==> src/rtl/serial_subtractor.sv <==
// Bit-serial a - b - bin, LSB first via one full-subtractor cell and a borrow flop; done pulses WIDTH edges after start.
// No backpressure: start is only sampled in IDLE, so a start raised in RUN or DONE is dropped and the result is held until the next accepted start.
module serial_subtractor #(
  parameter int WIDTH = 8,
  parameter int CNT_W = 6
) (
  input  logic             clk,
  input  logic             rst,
  input  logic             start,
  input  logic [WIDTH-1:0] a,
  input  logic [WIDTH-1:0] b,
  input  logic             bin,
  output logic             busy,
  output logic             done,
  output logic [WIDTH-1:0] diff,
  output logic             borrow_out,
  output logic             overflow
);

  typedef enum logic [1:0] {IDLE, RUN, DONE} state_t;

  state_t             state_q, state_d;
  logic [WIDTH-1:0]   a_sh_q, a_sh_d;
  logic [WIDTH-1:0]   b_sh_q, b_sh_d;
  logic [WIDTH-1:0]   res_q, res_d;
  logic [CNT_W-1:0]   cnt_q, cnt_d;
  logic               brw_q, brw_d;
  logic               a_msb_q, a_msb_d;
  logic               b_msb_q, b_msb_d;
  logic [WIDTH-1:0]   diff_q, diff_d;
  logic               borrow_out_q, borrow_out_d;
  logic               overflow_q, overflow_d;

  logic               last_bit;
  logic               cell_d;
  logic               cell_brw;
  logic [WIDTH-1:0]   res_shift;

  assign last_bit  = (cnt_q == CNT_W'(WIDTH - 1));
  assign cell_d    = a_sh_q[0] ^ b_sh_q[0] ^ brw_q;
  assign cell_brw  = (~a_sh_q[0] & b_sh_q[0]) | (~(a_sh_q[0] ^ b_sh_q[0]) & brw_q);
  assign res_shift = {cell_d, res_q[WIDTH-1:1]};

  always_ff @(posedge clk) begin
    if (rst) begin
      state_q      <= IDLE;
      a_sh_q       <= '0;
      b_sh_q       <= '0;
      res_q        <= '0;
      cnt_q        <= '0;
      brw_q        <= 1'b0;
      a_msb_q      <= 1'b0;
      b_msb_q      <= 1'b0;
      diff_q       <= '0;
      borrow_out_q <= 1'b0;
      overflow_q   <= 1'b0;
    end else begin
      state_q      <= state_d;
      a_sh_q       <= a_sh_d;
      b_sh_q       <= b_sh_d;
      res_q        <= res_d;
      cnt_q        <= cnt_d;
      brw_q        <= brw_d;
      a_msb_q      <= a_msb_d;
      b_msb_q      <= b_msb_d;
      diff_q       <= diff_d;
      borrow_out_q <= borrow_out_d;
      overflow_q   <= overflow_d;
    end
  end

  always_comb begin
    state_d = state_q;
    case (state_q)
      IDLE:    if (start) state_d = RUN;
      RUN:     if (last_bit) state_d = DONE;
      DONE:    state_d = IDLE;
      default: state_d = IDLE;
    endcase
  end

  always_comb begin
    a_sh_d       = a_sh_q;
    b_sh_d       = b_sh_q;
    res_d        = res_q;
    cnt_d        = cnt_q;
    brw_d        = brw_q;
    a_msb_d      = a_msb_q;
    b_msb_d      = b_msb_q;
    diff_d       = diff_q;
    borrow_out_d = borrow_out_q;
    overflow_d   = overflow_q;
    if (state_q == IDLE && start) begin
      a_sh_d  = a;
      b_sh_d  = b;
      brw_d   = bin;
      cnt_d   = '0;
      a_msb_d = a[WIDTH-1];
      b_msb_d = b[WIDTH-1];
    end else if (state_q == RUN) begin
      a_sh_d = {1'b0, a_sh_q[WIDTH-1:1]};
      b_sh_d = {1'b0, b_sh_q[WIDTH-1:1]};
      res_d  = res_shift;
      brw_d  = cell_brw;
      cnt_d  = cnt_q + CNT_W'(1);
      // Publish straight from the shifter so results appear on the same edge that enters DONE.
      if (last_bit) begin
        diff_d       = res_shift;
        borrow_out_d = cell_brw;
        overflow_d   = (a_msb_q != b_msb_q) && (res_shift[WIDTH-1] != a_msb_q);
      end
    end
  end

  always_comb begin
    busy = (state_q != IDLE);
    done = (state_q == DONE);
  end

  assign diff       = diff_q;
  assign borrow_out = borrow_out_q;
  assign overflow   = overflow_q;

endmodule

==> config.mk <==
export PLATFORM = sky130hd
export DESIGN_NAME = serial_subtractor
export DESIGN_NICKNAME = d
export VERILOG_FILES = /design/src/rtl/serial_subtractor.sv
export SDC_FILE = /design/constraint.sdc
export NUM_CORES = 1
export LEC_CHECK = 0
export ABC_CLOCK_PERIOD_IN_PS = 1300
export CORE_ASPECT_RATIO = 0.9
export CORE_UTILIZATION = 46
export CTS_CLUSTER_DIAMETER = 200
export DETAILED_ROUTE_END_ITERATION = 8
export PLACE_DENSITY_LB_ADDON = 0.25
export SLEW_MARGIN = 20
export SYNTH_ARGS = -nofsm -noshare
export SYNTH_HDL_FRONTEND = slang
export SYNTH_SLANG_ARGS = --single-unit
==> constraint.sdc <==
create_clock -name clk -period 1.3 [get_ports clk]
set_input_delay 0.39 -clock clk [delete_from_list [all_inputs] [get_ports clk]]
set_output_delay 0.39 -clock clk [all_outputs]
set_load 0.02 [all_outputs]
==> impl_metrics.yaml <==
status:
  status: "finished with violations"
  violations: "setup timing"
finish:
  instances_no_fill: 300
  antenna_cells: 0
  nFillCells: 301
  finish.utilization: 0.684
  drive_gt1_frac: 0.339
  nets: 276
  final_common_cell: "nand2_1"
  areaGrowthSynthToFinish_pct: 42.8
  most-common-layout-cells: "39 x nand2_1, 38 x a21oi_1, 36 x dfxtp_1, 18 x clkdlybuf4s50_1, 14 x buf_4"
  design_area_um2: 2530
timing:
  slew_violations: 0
  finalSetupViolations: 12
  fmax_mhz: 691
  hold_violations: 0
  finalHoldWorstSlack_ns: 0.462
  tightest_slew_ns: 0.249
  max_slew_margin: 0.832
  rsz0062_at_grt: "true"
  post-route-period-util: 1.11
  clock_skew_ns: 0.00275
  final.setup.worst_slack_ns: -0.147
  period_minus_slack_ns: 1.45
cts:
  tritoncts: "done"
  insertion_delay_ns: 0.28
  cts.sinks: 44
  hold_buffers: 0
  clk_path_buf_depth: 2
  numCtsBuffers: 5
  htree_num_levels: 2
  cts_root_buffer: "clkbuf_8"
  clkTransAtPathRegs_ns: 0.08
worst_setup_path:
  cp_data_arrival_time_ns: 1.65
  cp.required_ns: 1.50
  start_kind: "flop"
  end_kind: "flop"
  cp_max_fo: 3
  critPathKind: "flop to flop"
route:
  drc: 0
  first_pass_iters: 4
  via_count: 1609
  antenna_left: 0
  wire_per_inst_um: 14.3
  vias_per_cell: 5.36
  drt_iter0_drc: 100
  wirelength_um: 4290
synth:
  synth_seq_cells: 44
  synthesis.area_um2: 1780
  ys_warn_count: 0
  synth_seq_area_share: 0.496
  yosys.area.top_type: "dfxtp_1"
  postSynthAreaPerCell_um2: 8.70
  netlist_instances: 204
  async_flop_share: 0
  synth_top_flop_cell: "dfxtp_1"
  synth_edf_count: 0
  synth_cell_types: 34
  synth_top_area_share: 0.496
  synth_fp_nets: 226
  ys_top_cells_by_area: "dfxtp_1 50%, a21oi_1 12%, nand2_1 8.5%, a22oi_1 5.9%, nand3_1 2.5%"
pwr:
  worst_ir_drop_vdd_v: 0.000796
  powerDensity_nw_per_um2: 1030
  seqPwrFrac: 0.547
  intPower_mw: 1.97
  switchingPower_mw: 0.637
  p_comb_frac: 0.149
  switching_share: 0.245
  power.leakage_nw: 0.920
  clkPwrFrac: 0.304
global_route:
  grt_overflow: 0
  grt_max_degree: 38
  antenna_found_initial: 0
  grt_pass1_vias: 1372
  grt_first_pass_wirelength_um: 6170
  groute.usage.overall: 0.203
floorplan:
  coreArea_um2: 3700
  rows: 21
  dieArea_um2: 4110
  die_h_um: 60.9
  die_x_um: 67.5
  ios: 32
  initial_core_util: 0.479
placed_design:
  placed_cells: 290
  gp_congestion: 0.793
  pre_cts_slack_ns: -0.514
  dp_hpwl_um: 2620
  placed_area_um2: 2310
  placement.io_buffers: 31
flow_run:
  drv_cap: 0
worst_hold_path:
  hold_class: "flop to flop"
==> layer usage <==
metal  part of all wire  up-vias  GRT usage
li1                   -      821          -
met4             0.0058        0     0.0638
met2               0.47       26      0.315
met1               0.48      758      0.277
met5                  0        -          0
met3              0.037        4     0.0508
==> flip-flops by register name (all words and copies together) (netlist names) <==
| register | count |
|---|---|
| a_msb_q | 1 |
| overflow | 1 |
| res_q | 7 |
| a_sh_q | 8 |
| diff | 8 |
| cnt_q | 6 |
| state_q | 2 |
| brw_q | 1 |
| b_sh_q | 8 |
| b_msb_q | 1 |
| borrow_out | 1 |
==> worst paths after layout <==
check                  from   endpoint  slack, ns  depth (start not counted)
hold / removal    b_sh_q[1]  b_sh_q[1]       0.46                          2
setup / recovery  a_sh_q[0]   overflow      -0.15                          4
hold reg to reg   b_sh_q[1]  b_sh_q[1]       0.46                          2
setup reg to reg  a_sh_q[0]   overflow      -0.15                          4
==> cells in the mapped netlist (2+ instances only) <==
cell and number:
and3b_1 2, buf_2 8, a21oi_1 42, or3_1 2
a22oi_1 14, dfxtp_1 44, nand3_1 9, o21ai_1 8
o21ai_0 2, nand2_1 40, clkbuf_1 4, a311oi_1 2
nor2_1 3, xnor2_1 2, inv_1 3
==> what timing repair did <==
action / in CTS / in global routing
endpoints found under the setup margin: 34 / 33
pin swaps: 2 / 7
resized for setup: 50 / 47
cloned: 0 / 2
setup buffers: 1 / 1
==> worst max-delay path: stages, from the launching register on <==
cell,delay (ns)
dfxtp_2,0.34
fa_2,0.60
and3b_1,0.17
a21oi_1,0.05
a311oi_1,0.20
==> cells by family (layout without fill, tap and decap cells) <==
kind of cell,after synthesis,in the layout,synth area share
AND/OR/NAND/NOR,67,67,0.196
XOR/XNOR,2,2,0.00987
buffers and inverters,17,67,0.0444
adder cells (fa/ha/maj),2,2,0.0183
flip-flops,44,44,0.496
AO/OA/AOI/OAI,72,72,0.235
==> metrics by stage <==
step / setup TNS (ns) / power [mW]
2_1_floorplan: -0.0363 / 1.62
3_3_place_gp: -9.40 / 1.78
3_5_place_dp: -9.80 / 1.79
4_1_cts: -0.511 / 2.58
5_1_grt: -1.06 / 2.71
6_report: -0.595 / 2.60
==> cell type report <==
cell class	count	area [um2]	share of cell area
Inverter	3	11.3	0.00444
Clock inverter	1	5.00	0.00197
Clock buffer	6	72.6	0.0286
Tap cell	46	57.6	0.0227
Timing Repair Buffer	57	559	0.221
Sequential cell	44	891	0.351
Multi-Input combinational cell	143	938	0.370
==> power groups by stage <==
stage / clock network [mW] / registers (mW) / logic, mW
after floorplan: 0 / 1.44 / 0.174
after global placement: 0 / 1.45 / 0.336
after detailed placement: 0 / 1.45 / 0.340
after CTS: 0.809 / 1.42 / 0.353
after global routing: 0.857 / 1.43 / 0.421
final: 0.791 / 1.42 / 0.389
(Power assumes the default switching activity.)
